===== config.mk =====
export PLATFORM = sky130hd
export DESIGN_NAME = result_packer_flat
export DESIGN_NICKNAME = d
export VERILOG_FILES = /design/src/rtl/result_packer_if.sv /design/src/rtl/result_packer.sv /design/src/flat_wrapper.sv
export SDC_FILE = /design/constraint.sdc
export NUM_CORES = 1
export LEC_CHECK = 0
export BUFFER_PORTS_ARGS = -buffer_cell sky130_fd_sc_hd__buf_4
export CORE_UTILIZATION = 25
export CTS_BUF_LIST = sky130_fd_sc_hd__clkbuf_4
export DETAILED_ROUTE_END_ITERATION = 10
export PLACE_DENSITY = 0.51
export RECOVER_POWER = 50
export SYNTH_ARGS = -nofsm -noshare
export SYNTH_HDL_FRONTEND = slang
export SYNTH_SLANG_ARGS = --single-unit

===== constraint.sdc =====
create_clock -name clk -period 2.25 [get_ports clk]
set_input_delay 0.225 -clock clk [delete_from_list [all_inputs] [get_ports clk]]
set_output_delay 0.225 -clock clk [all_outputs]
set_load 0.01 [all_outputs]

===== src/rtl/result_packer_if.sv =====
// Handshake bundles around the result packer: the request side from logic_control
// and the write side into the 16-bit output FIFO.

interface result_rec_if;
   logic        rec_req;
   logic [1:0]  rec_type;
   logic [1:0]  adc_ch;
   logic [13:0] adc_data;
   logic [47:0] time_in;
   logic        rdy;

   modport master (output rec_req, rec_type, adc_ch, adc_data, time_in, input rdy);
   modport slave  (input rec_req, rec_type, adc_ch, adc_data, time_in, output rdy);
endinterface

interface result_fifo_if;
   logic [15:0] fifo_din;
   logic        fifo_wr;
   logic        fifo_full;

   modport master (output fifo_din, fifo_wr, input fifo_full);
   modport slave  (input fifo_din, fifo_wr, output fifo_full);
endinterface


===== src/rtl/result_packer.sv =====
// Frames ADC results and timestamps into 16-bit records (header plus payload words)
// for the host output FIFO, honouring FIFO backpressure and counting bad requests.

module result_packer #(
   parameter logic [3:0] HDR_TAG = 4'hA
) (
   input  logic               clk,
   input  logic               rst_n,
   result_rec_if.slave        rec,
   result_fifo_if.master      fifo,
   output logic [7:0]         seq,
   output logic [7:0]         drop_cnt,
   output logic [7:0]         err_cnt
);

   typedef enum logic [2:0] {
      S_IDLE,
      S_HDR,
      S_ADC,
      S_T2,
      S_T1,
      S_T0
   } state_t;

   state_t      state;
   state_t      next_state;
   logic [1:0]  hold_type;
   logic [1:0]  hold_ch;
   logic [13:0] hold_data;
   logic [47:0] hold_time;
   logic [15:0] word;
   logic        wr;
   logic        ready;
   logic        accept;

   assign ready   = (state == S_IDLE) & rst_n;
   assign wr      = (state != S_IDLE) & ~fifo.fifo_full & rst_n;
   assign accept  = rec.rec_req & ready;

   assign rec.rdy       = ready;
   assign fifo.fifo_wr  = wr;
   assign fifo.fifo_din = word;

   always_ff @(posedge clk) begin
      if (!rst_n) begin
         state     <= S_IDLE;
         seq       <= 8'd0;
         drop_cnt  <= 8'd0;
         err_cnt   <= 8'd0;
         hold_type <= 2'd0;
         hold_ch   <= 2'd0;
         hold_data <= 14'd0;
         hold_time <= 48'd0;
      end else begin
         state <= next_state;
         if (accept) begin
            hold_type <= rec.rec_type;
            hold_ch   <= rec.adc_ch;
            hold_data <= rec.adc_data;
            hold_time <= rec.time_in;
         end
         if (accept && rec.rec_type == 2'd0 && err_cnt != 8'hFF)
            err_cnt <= err_cnt + 8'd1;
         if (rec.rec_req && !ready && drop_cnt != 8'hFF)
            drop_cnt <= drop_cnt + 8'd1;
         // The header carries the pre-increment value, so bump only once it is really written.
         if (state == S_HDR && wr)
            seq <= seq + 8'd1;
      end
   end

   always_comb begin
      next_state = state;
      word       = 16'h0000;
      case (state)
         S_IDLE: begin
            if (accept && rec.rec_type != 2'd0)
               next_state = S_HDR;
         end
         S_HDR: begin
            word = {HDR_TAG, 2'b00, hold_type, seq};
            if (wr)
               next_state = (hold_type == 2'd2) ? S_T2 : S_ADC;
         end
         S_ADC: begin
            word = {hold_ch, hold_data};
            if (wr)
               next_state = (hold_type == 2'd3) ? S_T2 : S_IDLE;
         end
         S_T2: begin
            word = hold_time[47:32];
            if (wr)
               next_state = S_T1;
         end
         S_T1: begin
            word = hold_time[31:16];
            if (wr)
               next_state = S_T0;
         end
         S_T0: begin
            word = hold_time[15:0];
            if (wr)
               next_state = S_IDLE;
         end
         default: begin
            next_state = S_IDLE;
         end
      endcase
   end

endmodule


===== src/flat_wrapper.sv =====
// flat-port wrapper written by rule: the top's interface ports become plain ports
module result_packer_flat 
#(
   parameter logic [3:0] HDR_TAG = 4'hA
)
  (clk, rst_n, seq, drop_cnt, err_cnt, rec_rec_req, rec_rec_type, rec_adc_ch, rec_adc_data, rec_time_in, rec_rdy, fifo_fifo_din, fifo_fifo_wr, fifo_fifo_full);
  result_rec_if rec_i ();
  result_fifo_if fifo_i ();
  input  logic clk;
  input  logic rst_n;
  output logic [7:0] seq;
  output logic [7:0] drop_cnt;
  output logic [7:0] err_cnt;
  input wire logic [$bits(rec_i.rec_req)-1:0] rec_rec_req;
  input wire logic [$bits(rec_i.rec_type)-1:0] rec_rec_type;
  input wire logic [$bits(rec_i.adc_ch)-1:0] rec_adc_ch;
  input wire logic [$bits(rec_i.adc_data)-1:0] rec_adc_data;
  input wire logic [$bits(rec_i.time_in)-1:0] rec_time_in;
  output wire logic [$bits(rec_i.rdy)-1:0] rec_rdy;
  output wire logic [$bits(fifo_i.fifo_din)-1:0] fifo_fifo_din;
  output wire logic [$bits(fifo_i.fifo_wr)-1:0] fifo_fifo_wr;
  input wire logic [$bits(fifo_i.fifo_full)-1:0] fifo_fifo_full;
  assign rec_i.rec_req = rec_rec_req;
  assign rec_i.rec_type = rec_rec_type;
  assign rec_i.adc_ch = rec_adc_ch;
  assign rec_i.adc_data = rec_adc_data;
  assign rec_i.time_in = rec_time_in;
  assign rec_rdy = rec_i.rdy;
  assign fifo_fifo_din = fifo_i.fifo_din;
  assign fifo_fifo_wr = fifo_i.fifo_wr;
  assign fifo_i.fifo_full = fifo_fifo_full;
  result_packer #(.HDR_TAG(HDR_TAG)) u_core (.clk(clk), .rst_n(rst_n), .rec(rec_i), .fifo(fifo_i), .seq(seq), .drop_cnt(drop_cnt), .err_cnt(err_cnt));
endmodule

==> run summary <==
Xor and xnor area share after synthesis - 1.459%
Worst min path class - primary input to flop
RePlAce Congestion - 0.8583
Met2 GRT Util - 24.99%
CTS buffer count - 9
Minimum clock period - 2.121 ns
Crit. Startpoint - u_core.state[1]
Worst-margin pin slew - 0.7605 ns
CTS H-tree lvls - 3
Sequential area share after synthesis - 44.31%
GRT overflow - 0
Adder-Cell Fraction of Synth Area - 0.8934%
Cells along the critical path - mux2_2, a22oi_1, o22ai_1, buf_4
Setup crit end kind - output pin
Worst r2r path cells - 5
DR pass1 iterations - 5
Mapped cell area - 4202 um^2
Core footprint - 16520 um^2
Site row count - 47
Hold Slack - 0.07290 ns
Dpl ws - 0.1919 ns
Max_cap viols - 0
Post-CTS setup buffers - 0
Total track usage - 15.07%
Clock Path Buffers - 2
Synth warnings - 0
Critical path class - flop to output pin
Unrepaired setup endpoints after global routing - false
Post-route clock skew - 0.01970 ns
Global-route wire length before repair - 20.45 mm
Busiest layer in global routing - met2
Share of cells above drive strength 1 - 20.00%
Fin nets - 753
Post-synth ARST share - 0%
Area added between synthesis and finish - 42.91%
Max-slew violation count - 0
IO Port Bufs - 111
Overall power - 3.383 mW
Library cells used by synthesis - 47
Final Hold Viols - 0
EDFF count, synth - 0
Final Cycle Share - 94.26%
Starting Density - 25.43%
Hold Path Depth - 3
Fin worst setup slack - 0.1293 ns
Most frequent cells in the layout - nand2_1, buf_4, dfxtp_1
Die ar. - 17330 um^2
Horiz. Die Dim - 131.6 um
Vias/cell - 4.659
Max VDD drop - 0.2064 mV
GR Util met3 - 3.048%
F_max - 471.5 MHz
Pleak - 2.236 nW
Simple-gate area share of the yosys netlist - 21.65%
Syn Area/Cell - 8.127 um^2
Cells after Synth - 517
Clock root buffer - clkbuf_4
Final setup vio count - 0
Synthesis-stage register bit count - 93
Syn nets - 590
Largest family of logic cells by synthesized area - simple AND/OR/NAND/NOR gates
Compound-Gate Fraction of Synth Area - 18.34%
Worst Path Required - 2.03 ns
Top Ports - 112
Initial antenna violation count - 1
Max FO, Critical Path - 16
Die Span Y - 131.6 um
Reg clk slew, reported paths - 0.16 ns
TritonCTS clock tree - yes
Multiplexer share of the synthesized area - 8.219%
Synth Flop Type - dfxtp_1
DRC viols - 0
DP HPWL - 8.725 mm
Clk_lat worst skew - 0.48 ns
WL final - 12.67 mm
Power per Cell Area - 563.3 nW/um^2
Worst path max stage delay - 0.50 ns
Slowest cell on crit path - dfxtp_4
Crit path DAT - 1.90 ns
Final setup TNS - 0 ns
CP Launch Type - flop
DR iter-0 viols - 171
Status - completed
Vias in the first global route - 4000
Fill cell count - 1742
Most common cell after layout, fill and taps aside - nand2_1
Clock tree sinks - 93
Met1 Use GR - 19.32%
Via Count - 4221
Largest net degree at the start of global routing - 74
Worst hold path startpoint - rec_rec_req
Relative slew slack - 49.30%
Worst R2R Start - u_core.state[1]
Drt wl/cell - 13.98 um
Antenna viol nets, final - 0
## metrics by stage
step / util (%) / cell area (um^2) / instances
global placement: 31.70 / 5239 / 821
floorplan: - / 4202 / 517
finish: 36.34 / 6005 / 906
global route: 36.34 / 6005 / 906
CTS: 36.78 / 6078 / 904
detailed placement: 31.70 / 5239 / 821
## cells by family (layout without fill, tap and decap cells)
family          after synthesis  in the layout
mux                          33             33
compound gates              133            133
other cells                   0              1
fa+ha+maj                     3              3
buf+inv                      43            211
flops                        93             93
simple gates                205            205
xor+xnor                      7              7
## cell type report
type / count / area, um^2 / share of cell area (%)
Multi-Input combinational cell: 381 / 2123 / 35.36
Antenna cell: 1 / 2.502 / 0.04168
Clock buffer: 9 / 67.56 / 1.125
Inverter: 6 / 23.77 / 0.3959
Tap cell: 220 / 275.3 / 4.584
Clock inverter: 7 / 75.07 / 1.250
Sequential cell: 93 / 1867 / 31.09
Timing Repair Buffer: 189 / 1570 / 26.15
## per-layer routing
metal | routed length, um | vias up
li1 | - | 2132
met1 | 5906 | 1965
met2 | 5988 | 111
met3 | 589 | 13
met4 | 182 | 0
met5 | 0 | -
## state kept, by name, indices dropped and copies added (netlist names)
signal / count
u_core.drop_cnt: 8
u_core.hold_data: 14
u_core.hold_type: 2
u_core.seq: 8
u_core.hold_ch: 2
u_core.state: 3
u_core.hold_time: 48
u_core.err_cnt: 8
## cells in the mapped netlist (all sizes together) (3+ instances only)
cell	count	area, um^2
xor2	6	52.55
nand2b	3	18.77
mux2i	21	210.2
or3	5	31.28
o22ai	17	106.4
nand4	3	18.77
mux2	12	135.1
or4	5	37.54
inv	5	18.77
a22oi	11	82.58
o21ai	75	375.4
o31ai	5	37.54
and2	3	18.77
buf	16	108.9
ha	3	37.54
clkbuf	21	78.83
nand3	15	75.07
nand2	142	540.5
dfxtp	93	1862
a21oi	16	80.08
nor2	16	60.06
## critical path: cells and delay by family (launching register included)
kind / cells / cell delay, ns
multiplexers: 1 / 0.39
buffers and inverters: 1 / 0.16
AO/OA/AOI/OAI: 2 / 0.37
flip-flops: 1 / 0.50
## power breakdown
part | leakage (nW) | switching [mW] | total [mW] | internal [mW]
Combinational | 1.40 | 0.280 | 0.600 | 0.321
Clock | 0.0685 | 0.608 | 0.949 | 0.341
Sequential | 0.764 | 0.0708 | 1.83 | 1.76
## timing repair
action,4_1_cts,5_1_grt
gates resized for setup,2,1
hold buffers,66,0
endpoints found under the setup margin,16,2
endpoints found under the hold margin,66,0
cloned,1,1
## final timing paths
| path | to | slack [ns] |
|---|---|---|
| worst min register to register | u_core.hold_time[16] | 0.46 |
| worst min-delay path | u_core.drop_cnt[6] | 0.07 |
| worst max register to register | u_core.err_cnt[5] | 0.21 |
| worst max-delay path | fifo_fifo_din[0] | 0.13 |
No activity file was read; power rests on OpenSTA's default activity.
